File: config.mk
export PLATFORM = sky130hd
export DESIGN_NAME = median_filter_ctrl
export DESIGN_NICKNAME = d
export VERILOG_FILES = /design/src/rtl/median_filter_ctrl.sv
export SDC_FILE = /design/constraint.sdc
export NUM_CORES = 1
export LEC_CHECK = 0
export BUFFER_PORTS_ARGS = -buffer_cell sky130_fd_sc_hd__buf_2
export CAP_MARGIN = 5
export CORE_ASPECT_RATIO = 0.5
export CORE_MARGIN = 10
export CORE_UTILIZATION = 45
export CTS_BUF_LIST = sky130_fd_sc_hd__clkbuf_16
export CTS_CLUSTER_SIZE = 16
export DETAILED_ROUTE_END_ITERATION = 16
export GPL_TIMING_DRIVEN = 0
export MAX_ROUTING_LAYER = met4
export PLACE_DENSITY = 0.67
export SLEW_MARGIN = 20
export SYNTH_ARGS = -nofsm -noshare
export SYNTH_HDL_FRONTEND = slang
export SYNTH_SLANG_ARGS = --single-unit
File: constraint.sdc
create_clock -name clk -period 14.6 [get_ports clk]
set_clock_uncertainty 0.15 [all_clocks]
set_input_delay 0.73 -clock clk [delete_from_list [all_inputs] [get_ports clk]]
set_output_delay 0.73 -clock clk [all_outputs]
set_load 0.005 [all_outputs]
File: src/rtl/median_filter_ctrl.sv
// Sequencing controller for the 1x15 median stage: matched-latency bypass, frame-aligned
// filter enable, frame/white-pixel statistics and an Avalon-MM register window.
module median_filter_ctrl #(
  parameter int LATENCY = 15,
  parameter int HSYNC_W = 10,
  parameter int PIX_W   = 11
) (
  input  logic               clk,
  input  logic               reset,
  input  logic [1:0]         avs_address,
  input  logic               avs_read,
  input  logic               avs_write,
  input  logic [31:0]        avs_writedata,
  output logic [31:0]        avs_readdata,
  output logic               irq,
  input  logic               Cam_enable_in,
  input  logic [HSYNC_W-1:0] CamHsync_count_in,
  input  logic [PIX_W-1:0]   CamPix_count_in,
  input  logic [15:0]        data_in,
  output logic [15:0]        med_data_in,
  input  logic               med_enable_out,
  input  logic [HSYNC_W-1:0] med_hsync_out,
  input  logic [PIX_W-1:0]   med_pix_out,
  input  logic [15:0]        med_data_out,
  output logic               Cam_enable_out,
  output logic [HSYNC_W-1:0] CamHsync_count_out,
  output logic [PIX_W-1:0]   CamPix_count_out,
  output logic [15:0]        data_out
);

  // state   | meaning
  // OFF     | bypass selected, filter not requested
  // ARM_ON  | filter requested, still bypassing until next start of frame
  // ON      | filter output selected
  // ARM_OFF | filter released, still filtering until next start of frame
  localparam logic [1:0] S_OFF     = 2'd0;
  localparam logic [1:0] S_ARM_ON  = 2'd1;
  localparam logic [1:0] S_ON      = 2'd2;
  localparam logic [1:0] S_ARM_OFF = 2'd3;

  logic [1:0]  state, next_state;
  logic [15:0] pipe [LATENCY];
  logic [1:0]  ctrl;
  logic        frame_done, seen_frame;
  logic [15:0] frame_count;
  logic [20:0] white_count, pix_cnt;
  logic        sof, filter_sel, white, frame_set;
  logic        wr_ctrl, wr_status, wr_fcount;
  logic        unused_bits;

  assign unused_bits = ^{avs_read, avs_writedata[31:3], Cam_enable_in,
                         CamHsync_count_in, CamPix_count_in};

  assign med_data_in        = data_in;
  assign Cam_enable_out     = med_enable_out;
  assign CamHsync_count_out = med_hsync_out;
  assign CamPix_count_out   = med_pix_out;

  assign sof = med_enable_out && (med_hsync_out == '0) && (med_pix_out == '0);

  always_comb begin
    next_state = state;
    case (state)
      S_OFF:     if (ctrl[0]) next_state = S_ARM_ON;
      S_ARM_ON:  if (!ctrl[0]) next_state = S_OFF;
                 else if (sof) next_state = S_ON;
      S_ON:      if (!ctrl[0]) next_state = S_ARM_OFF;
      S_ARM_OFF: if (ctrl[0]) next_state = S_ON;
                 else if (sof) next_state = S_OFF;
      default:   next_state = S_OFF;
    endcase
  end

  // On the sof pixel the mux already follows the state being entered.
  always_comb begin
    filter_sel = (state == S_ON) || (state == S_ARM_OFF);
    if (sof) filter_sel = (next_state == S_ON) || (next_state == S_ARM_OFF);
  end

  assign data_out  = filter_sel ? med_data_out : pipe[LATENCY-1];
  assign white     = med_enable_out && (data_out == 16'hffff);
  assign frame_set = sof && seen_frame;

  assign wr_ctrl   = avs_write && (avs_address == 2'd0);
  assign wr_status = avs_write && (avs_address == 2'd1);
  assign wr_fcount = avs_write && (avs_address == 2'd2);

  always_ff @(negedge clk or posedge reset) begin
    if (reset) begin
      for (int i = 0; i < LATENCY; i++) pipe[i] <= '0;
    end else begin
      pipe[0] <= data_in;
      for (int i = 1; i < LATENCY; i++) pipe[i] <= pipe[i-1];
    end
  end

  always_ff @(negedge clk or posedge reset) begin
    if (reset) begin
      state       <= S_OFF;
      ctrl        <= '0;
      frame_done  <= 1'b0;
      seen_frame  <= 1'b0;
      frame_count <= '0;
      white_count <= '0;
      pix_cnt     <= '0;
      irq         <= 1'b0;
    end else begin
      state <= next_state;
      if (wr_ctrl) ctrl <= avs_writedata[1:0];

      if (sof) pix_cnt <= 21'(white);
      else if (white) pix_cnt <= pix_cnt + 21'd1;

      if (sof) seen_frame <= 1'b1;
      if (frame_set) white_count <= pix_cnt;

      if (wr_fcount) frame_count <= '0;
      else if (frame_set) frame_count <= frame_count + 16'd1;

      // A frame completing in the same cycle as a clear keeps the flag set.
      if (frame_set) frame_done <= 1'b1;
      else if (wr_status && avs_writedata[2]) frame_done <= 1'b0;

      irq <= frame_done & ctrl[1];
    end
  end

  always_comb begin
    avs_readdata = '0;
    case (avs_address)
      2'd0: avs_readdata = {30'b0, ctrl};
      2'd1: avs_readdata = {29'b0, frame_done,
                            (state == S_ARM_ON) || (state == S_ARM_OFF),
                            (state == S_ON) || (state == S_ARM_OFF)};
      2'd2: avs_readdata = {16'b0, frame_count};
      default: avs_readdata = {11'b0, white_count};
    endcase
  end

endmodule

; ---- Word level (Yosys, flattened, before mapping)
; Index checks and enable logic that the tools add are counted.
[op_classes]
addsub = 2
n_eq_ne = 8
mux = 16
n_bitwise = 1
reduce_logical = 18
[op_table]
columns = op, count
row1 = $pmux 21 s3, 1
row2 = $mux 16, 3
row3 = $mux 21, 2
row4 = $add 21x1->21 const B, 1
row5 = $add 16x1->16 const B, 1
row6 = $eq 16x16->1 const B, 1
row7 = $mux 2, 6
row8 = $logic_not 11->1, 1
row9 = $eq 2x2->1 const B, 5
row10 = $logic_not 10->1, 1
row11 = $logic_and 1x1->1, 8
row12 = $pmux 2 s4, 1
row13 = $reduce_bool 2->1, 3
row14 = $eq 2x1->1 const B, 2
row15 = $logic_not 2->1, 2
row16 = $logic_or 1x1->1, 3
row17 = $mux 1, 3
row18 = $and 1x1->1, 1
[totals]
reg_bits = 305
in_bits = 114
output_inout_bits = 87
elab_cells = 68

; ---- Depth between registers and ports, before layout
[logic_depth]
ltp_word = 14
depth_mapped = 8
mapped_depth_nobuf = 6

==> results.toml <==
[logic_synthesis]
ys_seq_area_share_pct = 75.88
ys.flop_type = "dfrtn_1"
postSynthCellCount = 651
ys_seq_elements = 305
synth_edf_count = 0
yosysWarnings = 0
syn_area_um2 = 10060
yosysUniqueCellTypes = 41
synthArstFlopShare_pct = 100.0
syn_area_per_cell_um2 = 15.45

[clocking]
cts_tree = "done"
cts_root_buffer = "clkbuf_16"
numCtsBuffers = 25
htreeDepth = 1
hold_buffers = 0
clock_latency_ps = 540
path_clk_slew_ps = 50
cts_buffer_depth = 3
cts_setup_buffers = 0
clock_sinks = 305
cts-resized-gates = 0

[worst_hold_path]
holdPathStages = 0
holdCritPathClass = "reg -> reg"

[floorplan]
core_area_um2 = 21820
rows = 38
die-area_um2 = 29090
fp.dieW_um = 231.4
ios = 201
die_y_um = 125.7
start_util_pct = 46.09

[drt]
vias = 5394
drt_iter0_drc = 275
drt_first_pass_iters = 4
viasPerCell = 4.686
ant_nets = 0
finalWirelength_mm = 18.32
drc = 0
wl_per_cell_um = 15.92

[layout]
drive_gt1_share_pct = 32.90
fin_cells = 1151
antenna_cells = 0
final_common_cell = "dfrtn_1"
fin_nets = 950
syn_to_final_growth_pct = 20.81
final_cell_mix = "305 x dfrtn_1, 140 x buf_2, 49 x buf_4"
finalInstanceArea_um2 = 12150

[status]
status = "finished clean"

[flow_run]
drv_cap = 0

[sta]
worstMarginPinSlew_ps = 718.7
setup_viol = 0
tns_ps = 0
final_max_slew_viol_count = 0
hold_violations = 0
rsz0062_at_grt = "false"
slew_headroom_pct = 52.08

[placed_design]
place.detailed.hpwl_mm = 12.78
place_area_um2 = 11370
portBuffers = 136
place_congestion = 0.8049
dp_cells = 1107

[worst_setup_path]
endpoint_kind = "output pin"
crit_arrival_ps = 10190
path_class = "reg -> out"
cp_max_fo = 10
cp-start-kind = "register"
required_ps = 13720
r2r_cells = 6

[pwr]
p_per_area_nw_per_um2 = 132.4
power_mw = 1.609
leakage_nw = 5.748
vdd_drop_max_v = 0.00008776

[global_routing]
grt_pass1_wl_mm = 30.14
grt_start_max_net_pins = 37
grt_overflow_total = 0
grt.total_usage_pct = 13.06
grt_pass1_vias = 5914
grt_antenna_before_repair = 0
==> logic make-up (layout without fill, tap and decap cells) <==
group                      after synthesis  in the layout  synth area share [%]
buffers and inverters                   76            266                 4.714
muxes                                   60             60                 6.754
and+or+nand+nor                        154            154                 8.645
xor gates and xnor gates                15             15                 1.306
other                                    1             11               0.03728
DFF                                    305            305                 75.88
adders and majority gates                2              2                0.2487
AOI/OAI and AO/OA                       38             38                 2.413
==> worst max-delay path: stages, from the launching register on <==
cell     delay, ps
dfrtn_1        430
nand4_1        180
or2_1          310
mux2i_2        540
buf_2          370
mux2_2         370
buf_2          130
==> cell type report <==
cell class	count	area, µm²
Timing Repair Buffer	146	895.9
Sequential cell	305	7632
Multi-Input combinational cell	280	1989
Inverter	7	30.03
Buffer	69	447.9
Clock buffer	25	625.6
Fill cell	1743	9672
Clock inverter	19	155.1
Tap cell	300	375.4
==> state kept, by name, indices dropped and copies added (netlist names) <==
register and count:
pipe 240, pix_cnt 21, white_count 21, frame_count 16
ctrl 2, state 2, frame_done 1, irq 1
seen_frame 1
==> layer usage <==
layer  vias to the layer above  global-route usage (%)  part of all wire (%)
met2                       103                   22.00                    51
met3                        33                   3.339                   4.7
met5                         -                       -                     0
met1                      2724                   15.33                    42
li1                       2534                       -                     -
met4                         0                   3.654                   2.4
==> per-stage QoR <==
step | hold WS, ps | setup slack [ps] | util [%]
3_3_place_gp | 141.8 | 1152 | 51.12
5_1_grt | 143.6 | 3307 | 55.68
4_1_cts | 142.8 | 3440 | 55.68
3_5_place_dp | 145.2 | 3990 | 52.10
6_report | 132.4 | 3533 | 55.68
2_1_floorplan | 141.7 | 2526 | -
==> cells in the mapped netlist (all sizes together), types with 8 or more instances <==
cell / n / share of area, %
dfrtn: 305 / 76
buf: 54 / 3.9
mux2: 40 / 4.5
nand2: 23 / 0.86
nor2: 21 / 0.78
mux2i: 18 / 1.8
nand4: 18 / 1.1
clkbuf: 15 / 0.56
nand3: 15 / 0.75
nor2b: 15 / 0.93
or4: 14 / 1.0
a21oi: 13 / 0.65
xor2: 8 / 0.70
==> power breakdown <==
group	total [mW]	switching [mW]	internal, mW	leakage, nW
registers	0.899	0.0114	0.887	3.69
clock network	0.646	0.297	0.349	0.403
logic	0.0642	0.0330	0.0312	1.65
==> final timing paths <==
check                                start           end  slack, ps
worst max-delay path              state[0]  data_out[11]       3530
worst min-delay path              pipe[29]      pipe[13]        130
worst max register to register  pix_cnt[4]   pix_cnt[19]      12070
worst min register to register    pipe[29]      pipe[13]        130
max in group asynchronous            reset      pipe[93]       6000
min in group asynchronous            reset     pipe[211]       7180
No activity file was read; power rests on OpenSTA's default activity.
